--- src/rtl/parity_seq.sv ---
// Sequenced parity checker: walks a captured word through one 3-input XOR slice
// per cycle, reports parity/mismatch over valid/ready and keeps a saturating error count.
module parity_seq #(
  parameter int W  = 8,
  parameter int CW = 8
) (
  input  logic          clock,
  input  logic          reset,
  input  logic          in_valid,
  output logic          in_ready,
  input  logic [W-1:0]  in_data,
  input  logic          in_odd,
  output logic          out_valid,
  input  logic          out_ready,
  output logic          out_parity,
  output logic          out_error,
  output logic          busy,
  output logic [CW-1:0] err_count
);

  localparam int NCHUNK = (W + 2) / 3;
  localparam int SW     = 3 * NCHUNK;
  localparam int CNTW   = $clog2(NCHUNK + 1);

  typedef enum logic [1:0] {IDLE, RUN, DONE} state_t;

  state_t          state_q, state_d;
  logic [SW-1:0]   shift_q, shift_d;
  logic [CNTW-1:0] cnt_q, cnt_d;
  logic            acc_q, acc_d;
  logic            mode_q, mode_d;
  logic            par_q, par_d;
  logic            err_q, err_d;
  logic [CW-1:0]   err_cnt_q, err_cnt_d;
  logic            slice_out;

  // The one shared parity slice; the shift register is zero-padded to a multiple of 3.
  assign slice_out = shift_q[0] ^ shift_q[1] ^ shift_q[2];

  always_comb begin
    state_d   = state_q;
    shift_d   = shift_q;
    cnt_d     = cnt_q;
    acc_d     = acc_q;
    mode_d    = mode_q;
    par_d     = par_q;
    err_d     = err_q;
    err_cnt_d = err_cnt_q;
    in_ready  = (state_q == IDLE);
    out_valid = (state_q == DONE);
    busy      = (state_q != IDLE);
    case (state_q)
      IDLE: begin
        if (in_valid) begin
          shift_d        = '0;
          shift_d[W-1:0] = in_data;
          mode_d         = in_odd;
          acc_d          = 1'b0;
          cnt_d          = '0;
          state_d        = RUN;
        end
      end
      RUN: begin
        acc_d   = acc_q ^ slice_out;
        shift_d = shift_q >> 3;
        cnt_d   = cnt_q + CNTW'(1);
        if (cnt_q == CNTW'(NCHUNK - 1)) begin
          par_d   = acc_q ^ slice_out;
          err_d   = acc_q ^ slice_out ^ mode_q;
          state_d = DONE;
        end
      end
      DONE: begin
        if (out_ready) begin
          state_d = IDLE;
          if (err_q && (err_cnt_q != {CW{1'b1}}))
            err_cnt_d = err_cnt_q + CW'(1);
        end
      end
      default: state_d = IDLE;
    endcase
  end

  always_ff @(posedge clock or negedge reset) begin
    if (!reset) begin
      state_q   <= IDLE;
      shift_q   <= '0;
      cnt_q     <= '0;
      acc_q     <= 1'b0;
      mode_q    <= 1'b0;
      par_q     <= 1'b0;
      err_q     <= 1'b0;
      err_cnt_q <= '0;
    end else begin
      state_q   <= state_d;
      shift_q   <= shift_d;
      cnt_q     <= cnt_d;
      acc_q     <= acc_d;
      mode_q    <= mode_d;
      par_q     <= par_d;
      err_q     <= err_d;
      err_cnt_q <= err_cnt_d;
    end
  end

  // Result registers hold the last result outside DONE.
  assign out_parity = par_q;
  assign out_error  = err_q;
  assign err_count  = err_cnt_q;

endmodule

--- config.mk ---
export PLATFORM = sky130hd
export DESIGN_NAME = parity_seq
export DESIGN_NICKNAME = d
export VERILOG_FILES = /design/src/rtl/parity_seq.sv
export SDC_FILE = /design/constraint.sdc
export NUM_CORES = 1
export LEC_CHECK = 0
export ABC_AREA = 1
export CAP_MARGIN = 20
export CORE_MARGIN = 2
export CORE_UTILIZATION = 50
export DETAILED_ROUTE_END_ITERATION = 8
export PLACE_DENSITY_LB_ADDON = 0.15
export SLEW_MARGIN = 20
export SYNTH_ARGS = -nofsm -noshare
export SYNTH_HDL_FRONTEND = slang
export SYNTH_SLANG_ARGS = --single-unit
--- constraint.sdc ---
create_clock -name clock -period 1.57 [get_ports clock]
set_input_delay 0.2355 -clock clock [delete_from_list [all_inputs] [get_ports clock]]
set_output_delay 0.2355 -clock clock [all_outputs]
set_load 0.005 [all_outputs]
==> results.toml <==
[final_layout]
multi_input_area_sq_um = 592
fillers = 216
diodes = 0
final_common_cell = "nand2_1"
final_cell_mix = "nand2_1 (69), inv_1 (21), clkdlybuf4s50_1 (21)"
final_layout_size_suffix_gt1_share_pct = 19.1
regArea_sq_um = 609
postLayoutCoreUtil_pct = 66.7
area_delta_synth_final_pct = 27.3
final_cells = 229
final_area_sq_um = 1650
nNetsFinal = 216

[place]
dpl_cell_area_sq_um = 1570
dp.cells = 220
gp_congestion = 0.704
portBuffers = 25
dp_hpwl_mm = 1.96

[pwr]
cellPowerDensity_nw_per_um2 = 1520
peakVddDrop_uv = 1120
p_leak_nw = 0.859

[setup_path]
critPathMaxFanout = 3
path_class = "reg2out"
cp.required_ns = 1.33
cp.arrival_ns = 1.28
cp-startpoint = "state_q[1]"
r2r_start = "state_q[0]"
crit_path_end_kind = "primary output"
cp-start-kind = "register"

[synth]
ys_ff_latch = 24
synth_fa_ha_area_share_pct = 1.93
synth_mux_area_share_pct = 0
synth_area_per_cell_sq_um = 7.82
yosys.area_share.simple_pct = 29.4
synth_cell_type_count = 21
synthXorXnorAreaFrac_pct = 2.02
syn_area_sq_um = 1300
syn_nets = 181
synth_top_family_by_area = "simple AND/OR/NAND/NOR gates"
synth_compound_area_share_pct = 12.0
yosys_warnings = 0
synthCells = 166
seq_area_frac_synth_pct = 46.2

[floorplan]
core.rowCount = 18
die_h_um = 55.0
die_w_um = 55.0
start_util_pct = 52.4
core_sq_um = 2480
die_area_sq_um = 3020
io_pins = 26

[sta]
setup_violations = 0
timing.final.crit_share_pct = 96.2
finalSetupTns_ns = 0
tightest_slew_ns = 0.371
clock_skew_ns = 0.00514
maxSlewViolCount = 0
final_hold_viol_count = 0
fin_crit_ns = 1.51
fmax_mhz = 662
slew_headroom_pct = 75.2

[global_routing]
grt_max_degree = 25
grt_pass1_wl_mm = 4.51
grt_pass1_vias = 1118
track_usage_pct = 21.1
antenna_found_initial = 0
overflow = 0

[cts]
clock_sinks = 24
insertion_delay_ns = 0.31
clk_pin_slew_ns = 0.13
cts_max_level = 1
cts_buffers = 3
cts_root_buf = "clkbuf_4"
clockBufferDepth = 2
cts_tree = "yes"

[detailed_routing]
ant_nets = 0
firstDrtPassIters = 4
drc = 0
post_drt_wl_per_cell_um = 11.7
route.vias.total = 1143
vias_per_cell = 4.99
routed_wl_mm = 2.67
drt_iter0_drc = 30

[job]
drv_cap = 0

[run_status]
outcome = "completed"

[hold_path]
hold_path_class = "in2async"
[cells by family (layout without fill, tap and decap cells)]
group	after synthesis	in the layout
DFF	24	24
buffers and inverters	25	58
and+or+nand+nor	89	89
AOI/OAI and AO/OA	23	23
adders and majority gates	2	2
xor gates and xnor gates	3	3
[path summary, 6_finish.rpt]
check,endpoint,slack [ns],depth (start not counted)
worst max register to register,shift_q[3],0.11,7
worst max-delay path,out_valid,0.06,4
min in group clock,shift_q[5],0.49,3
worst min register to register,out_parity,0.51,2
max in group asynchronous,err_count[5],1.05,2
worst min-delay path,acc_q,0.27,2
[worst max-delay path, cell delays in order, from the launching register on]
cell           delay, ns
dfrtp_2             0.46
buf_6               0.14
nand2_2             0.07
inv_1               0.04
dlygate4sd2_1       0.26
[power by group]
part | switching, mW | internal, mW
clock network | 0.179 | 0.0898
logic | 0.753 | 0.524
registers | 0.130 | 0.829
[metal layers]
layer	global-route usage (%)	routed length [um]	share of wire, %
met3	3.23	111	4.2
met2	40.7	1420	53
met5	0	0	0
met1	23.0	1110	42
met4	7.32	33	1.2
[state kept, by name, summed over array words and instances, names as in the netlist]
signal / count
shift_q: 8
err_count: 8
state_q: 2
acc_q: 1
cnt_q: 2
out_error: 1
out_parity: 1
mode_q: 1
[cell usage after synthesis, drive strengths merged]
master	n	area [sq um]
nor2	6	40.0
xor2	1	8.76
dfrtp	24	601
o21ai	21	143
ha	2	25.0
nand4	2	12.5
buf	2	22.5
xnor2	2	17.5
a21oi	2	13.8
nand2	73	282
nand3b	1	7.51
inv	23	86.3
nand3	7	40.0
[repair_timing]
item / in CTS / in global routing
hold buffers: 0 / 0
setup endpoints to repair: 3 / 9
pin swaps: 1 / 0
buffers inserted: 4 / 2
gates resized for setup: 4 / 9
[metrics by stage]
| step | setup WS, ns | power, mW | hold slack (ns) |
|---|---|---|---|
| floorplan | 0.340 | 1.86 | -0.0601 |
| global placement | 0.157 | 2.11 | 0.470 |
| detailed placement | 0.0732 | 2.18 | 0.484 |
| CTS | 0.00471 | 2.51 | 0.272 |
| global route | -0.00162 | 2.74 | 0.298 |
| finish | 0.0590 | 2.51 | 0.269 |
[cell type report]
class | count | area share [%]
clock buffer | 3 | 1.36
sequential | 24 | 36.9
timing repair buffer | 32 | 18.5
inverter | 23 | 5.22
multi-input combinational | 117 | 35.8
tap | 30 | 2.27
(Power assumes the default switching activity.)
